[config.mk]
export PLATFORM = sky130hd
export DESIGN_NAME = mem_arb
export DESIGN_NICKNAME = d
export VERILOG_FILES = /design/src/rtl/mem_arb.sv
export SDC_FILE = /design/constraint.sdc
export NUM_CORES = 1
export LEC_CHECK = 0
export ABC_AREA = 1
export ABC_CLOCK_PERIOD_IN_PS = 1300
export CAP_MARGIN = 10
export CORE_ASPECT_RATIO = 0.5
export CORE_MARGIN = 4
export CORE_UTILIZATION = 36
export DETAILED_ROUTE_END_ITERATION = 6
export PLACE_DENSITY = 0.84
export SYNTH_ARGS = -nofsm -noshare
export SYNTH_HDL_FRONTEND = slang
export SYNTH_SLANG_ARGS = --single-unit
[constraint.sdc]
create_clock -name clk -period 1.3 [get_ports clk]
set_input_delay 0.13 -clock clk [delete_from_list [all_inputs] [get_ports clk]]
set_output_delay 0.13 -clock clk [all_outputs]
set_load 0.02 [all_outputs]
[src/rtl/mem_arb.sv]
// mem_arb: two-master arbiter in front of a single-port RAM with 1-cycle synchronous read.
// Masters m0 (core ex stage) and m1 (loader/debug) share the RAM; ties alternate.
// Each transaction walks IDLE -> ACC -> RESP: the request is registered onto ram_* in IDLE,
// the RAM is accessed in ACC, and rdata/ack are returned to the winner in RESP.
// Ports:
//   clk, rst               clock, synchronous active-low reset
//   mX_req/we/addr/wdata/be request from master X (held stable until ack)
//   mX_rdata, mX_ack        read data and one-cycle completion pulse to master X
//   ram_we_o/addr_o/wdata_o/be_o  registered RAM command
//   ram_rdata_i             RAM read data (valid the cycle after ACC)
//   hold_flag_o             pipeline hold request while m0 waits for its ack
module mem_arb (
  input  logic        clk,
  input  logic        rst,
  input  logic        m0_req,
  input  logic        m0_we,
  input  logic [31:0] m0_addr,
  input  logic [31:0] m0_wdata,
  input  logic [3:0]  m0_be,
  output logic [31:0] m0_rdata,
  output logic        m0_ack,
  input  logic        m1_req,
  input  logic        m1_we,
  input  logic [31:0] m1_addr,
  input  logic [31:0] m1_wdata,
  input  logic [3:0]  m1_be,
  output logic [31:0] m1_rdata,
  output logic        m1_ack,
  output logic        ram_we_o,
  output logic [31:0] ram_addr_o,
  output logic [31:0] ram_wdata_o,
  output logic [3:0]  ram_be_o,
  input  logic [31:0] ram_rdata_i,
  output logic [2:0]  hold_flag_o
);

  localparam int unsigned ADDR_W = 32;
  localparam int unsigned DATA_W = 32;
  localparam int unsigned BE_W   = 4;
  localparam int unsigned HOLD_W = 3;

  localparam logic [HOLD_W-1:0] HOLD_NONE = 3'b000;
  localparam logic [HOLD_W-1:0] HOLD_ID   = 3'b011;

  typedef enum logic [1:0] {
    S_IDLE = 2'd0,
    S_ACC  = 2'd1,
    S_RESP = 2'd2
  } state_t;

  state_t            r_state;
  state_t            w_state_nxt;
  // Last winner (1 = m1); also serves as the grant of the transaction in flight.
  logic              r_last_gnt;
  logic              w_last_gnt_nxt;
  logic              r_ram_we;
  logic              w_ram_we_nxt;
  logic [ADDR_W-1:0] r_ram_addr;
  logic [ADDR_W-1:0] w_ram_addr_nxt;
  logic [DATA_W-1:0] r_ram_wdata;
  logic [DATA_W-1:0] w_ram_wdata_nxt;
  logic [BE_W-1:0]   r_ram_be;
  logic [BE_W-1:0]   w_ram_be_nxt;
  logic              w_win_m1;
  logic              w_resp;

  // m1 wins when alone, or on a tie when m0 was granted last.
  assign w_win_m1 = m1_req & (~m0_req | ~r_last_gnt);

  // State and registered RAM command.
  always_ff @(posedge clk) begin
    if (!rst) begin
      r_state     <= S_IDLE;
      r_last_gnt  <= 1'b1;
      r_ram_we    <= 1'b0;
      r_ram_addr  <= '0;
      r_ram_wdata <= '0;
      r_ram_be    <= '0;
    end else begin
      r_state     <= w_state_nxt;
      r_last_gnt  <= w_last_gnt_nxt;
      r_ram_we    <= w_ram_we_nxt;
      r_ram_addr  <= w_ram_addr_nxt;
      r_ram_wdata <= w_ram_wdata_nxt;
      r_ram_be    <= w_ram_be_nxt;
    end
  end

  // Next-state and next RAM command; we is only set for the ACC cycle.
  always_comb begin
    w_state_nxt     = r_state;
    w_last_gnt_nxt  = r_last_gnt;
    w_ram_we_nxt    = 1'b0;
    w_ram_addr_nxt  = r_ram_addr;
    w_ram_wdata_nxt = r_ram_wdata;
    w_ram_be_nxt    = r_ram_be;
    case (r_state)
      S_IDLE: begin
        if (m0_req | m1_req) begin
          w_last_gnt_nxt  = w_win_m1;
          w_ram_we_nxt    = w_win_m1 ? m1_we    : m0_we;
          w_ram_addr_nxt  = w_win_m1 ? m1_addr  : m0_addr;
          w_ram_wdata_nxt = w_win_m1 ? m1_wdata : m0_wdata;
          w_ram_be_nxt    = w_win_m1 ? m1_be    : m0_be;
          w_state_nxt     = S_ACC;
        end
      end
      S_ACC:   w_state_nxt = S_RESP;
      S_RESP:  w_state_nxt = S_IDLE;
      default: w_state_nxt = S_IDLE;
    endcase
  end

  // Response is suppressed while reset is asserted so an abandoned transaction never acks.
  assign w_resp   = (r_state == S_RESP) & rst;
  assign m0_ack   = w_resp & ~r_last_gnt;
  assign m1_ack   = w_resp & r_last_gnt;
  assign m0_rdata = m0_ack ? ram_rdata_i : '0;
  assign m1_rdata = m1_ack ? ram_rdata_i : '0;

  assign hold_flag_o = (m0_req & ~m0_ack) ? HOLD_ID : HOLD_NONE;

  assign ram_we_o    = r_ram_we;
  assign ram_addr_o  = r_ram_addr;
  assign ram_wdata_o = r_ram_wdata;
  assign ram_be_o    = r_ram_be;

endmodule
==> flow_metrics.py <==
metrics = {
    "status": {
        "run_status": "finished with violations",
        "violations": "negative setup slack",
    },
    "yosys": {
        "synth_area_um2": 4610,
        "ys_types": 17,
        "synth.top_cells.by_area": "dfxtp_1, nand2_1, nor2_1",
        "synth_cells": 801,
        "ys_ff_latch": 72,
        "syn_nets": 975,
        "yosysSeqAreaShare_pct": 31.2,
        "syn_area_per_cell_um2": 5.76,
        "yosysTopAreaCell": "dfxtp_1",
        "ys_warn_count": 0,
        "netlist.area_leader.share_pct": 31.2,
    },
    "critical_path": {
        "worstSetupStartpointType": "flip-flop",
        "critical_path.max_fanout": 32,
        "arrival_ns": 1.46,
        "cp.required_ns": 1.17,
        "end_kind": "output port",
        "reg2regPathDepth": 7,
        "reg2reg_from": "r_state[1]",
        "crit_start": "r_state[0]",
        "worstSetupPathType": "flip-flop to output port",
    },
    "power": {
        "total_leakage_power_nw": 4.32,
        "powerDensity_nw_per_um2": 1040,
        "ir_worst_vdd_uv": 838,
    },
    "timing": {
        "fmaxAchievable_mhz": 630,
        "setup_violations": 76,
        "finalWorstSetupSlack_ns": -0.287,
        "fin_tns_setup_ns": -15.88,
        "period_minus_slack_ns": 1.59,
        "timing.final.crit_share_pct": 122,
        "tightest_slew_ns": 0.752,
        "report.final.slew_viol_count": 0,
        "relSlewSlack_pct": 49.8,
        "timing.final.hold_violations": 0,
        "grt_setup_unrepaired": "true",
        "fin_skew_ns": 0.00433,
    },
    "grt": {
        "grt_use_total_pct": 22.4,
        "globalRoute.totalOverflow": 0,
        "grt_max_degree": 80,
        "grt_pass1_vias": 5375,
        "grt_pass1_wl_mm": 26.9,
        "grt_antenna_before_repair": 1,
    },
    "drt": {
        "route.antenna.remaining_nets": 0,
        "totalWireLength_mm": 19.1,
        "vias": 5873,
        "vias_per_cell": 4.66,
        "drt_pass1_iterations": 4,
        "routedWlPerCell_um": 15.2,
        "drc": 0,
        "first_iter_violations": 304,
    },
    "flow_run": {
        "cap_violations": 0,
    },
    "clock_network": {
        "path_clk_slew_ns": 0.06,
        "cts_max_level": 3,
        "cts_buffers": 9,
        "cts-root-buf": "clkbuf_16",
        "clk_path_buf_depth": 2,
        "clock_latency_ns": 0.33,
        "cts_tree": "built",
        "cts_sinks": 72,
    },
    "final_layout": {
        "multi_input_area_um2": 2560,
        "nFillCells": 1038,
        "postLayoutCellArea_um2": 8330,
        "drive_above_1_share_pct": 13.1,
        "instances_no_fill": 1259,
        "nets": 1262,
        "layout-area-overhead-vs-synth_pct": 80.5,
        "sequential_cell_area_um2": 1450,
    },
    "die": {
        "start_util_pct": 38.0,
        "fp-row-count": 28,
        "io-pin-count": 312,
        "die_w_um": 168,
        "fp.dieArea_um2": 14800,
        "core_um2": 12200,
        "die_h_um": 88.1,
    },
    "min_path": {
        "hp-start": "rst",
        "hp-class": "input port to flip-flop",
        "hold_depth": 3,
    },
    "placement": {
        "dpl.cell_count": 1232,
        "dpl_cell_area_um2": 7860,
        "port_buffers": 310,
        "place_hpwl_mm": 13.2,
        "place.gp.congestion": 0.911,
        "dp_worst_setup_slack_ns": -0.431,
    },
}
-- sequential cells by signal, summed over array words and instances (netlist names) --
signal / flops
ram_we_o: 1
ram_wdata_o: 32
r_last_gnt: 1
r_state: 2
ram_addr_o: 32
ram_be_o: 4
-- final timing paths --
kind / slack, ns / end
setup / recovery: -0.29 / m0_rdata[15]
hold / removal: 0.14 / r_state[1]
setup reg to reg: -0.03 / ram_addr_o[9]
hold reg to reg: 0.51 / r_state[1]
-- metal layers --
metal	global-route usage, %	vias to the layer above	wire length [um]
li1	-	2970	-
met5	0	-	0
met4	8.54	0	531
met1	24.6	2675	7360
met2	42.3	195	9960
met3	5.86	33	1280
-- cells in the mapped netlist, drive strengths merged --
| cell | number |
|---|---|
| inv | 108 |
| clkbuf | 15 |
| conb | 1 |
| a21boi | 68 |
| buf | 46 |
| nand3 | 71 |
| o21ai | 1 |
| a21oi | 1 |
| nor2 | 204 |
| nand2 | 212 |
| nor3 | 2 |
| dfxtp | 72 |
-- cells by family after synthesis --
| group | count (synthesis) | share of synthesized area [%] |
|---|---|---|
| and+or+nand+nor | 489 | 42.0 |
| buffers and inverters | 169 | 15.3 |
| DFF | 72 | 31.2 |
| AOI/OAI and AO/OA | 70 | 11.4 |
| other | 1 | 0.0813 |
-- through the flow --
step / total power [mW] / hold slack (ns) / util (%)
after CTS: 8.45 / 0.112 / 65.9
after floorplan: 4.14 / 0.270 / -
final: 8.63 / 0.143 / 68.5
after global placement: 5.47 / 0.427 / 64.7
after global routing: 9.09 / 0.143 / 68.5
after detailed placement: 5.53 / 0.434 / 64.7
-- placed cells by master, fill, tap and decap left out, types with 2 or more instances in the layout --
master	count
nand3_1	71
bufinv_16	4
nand2_1	208
a21boi_1	39
nand2_2	3
clkbuf_16	15
buf_6	16
dlygate4sd2_1	69
nor2_4	3
a21boi_0	29
dfxtp_2	3
nor2_1	184
nor2_2	17
dfxtp_1	69
clkdlybuf4s50_1	170
clkinv_2	2
buf_4	64
buf_12	8
inv_1	107
-- critical path: stages (launching register included) --
cell and delay [ns]:
dfxtp_2 0.34, nor3_4 0.21, nand2_2 0.11, buf_12 0.18, nor2_1 0.12, buf_4 0.16
-- cell type report --
cell class                 count  share of cell area (%)
antenna                        1                  0.0300
clock buffer                  10                    2.87
timing repair buffer         337                    40.1
sequential                    72                    17.4
tap                          165                    2.48
inverter                     108                    4.87
multi-input combinational    560                    30.8
clock inverter                 6                    1.56
-- repair_timing --
action / in CTS / in global routing
setup endpoints to repair: 139 / 134
hold buffers: 0 / 0
pin swaps: 3 / 0
gates cloned: 0 / 7
buffers inserted: 1 / 2
resized for setup: 420 / 40
-- power breakdown --
| group | total (mW) | switching [mW] | internal, mW |
|---|---|---|---|
| combinational | 2.97 | 1.61 | 1.37 |
| clock | 3.06 | 0.947 | 2.11 |
| sequential | 2.59 | 0.121 | 2.47 |
| total | 8.63 | 2.68 | 5.95 |
No activity file was read; power rests on OpenSTA's default activity.
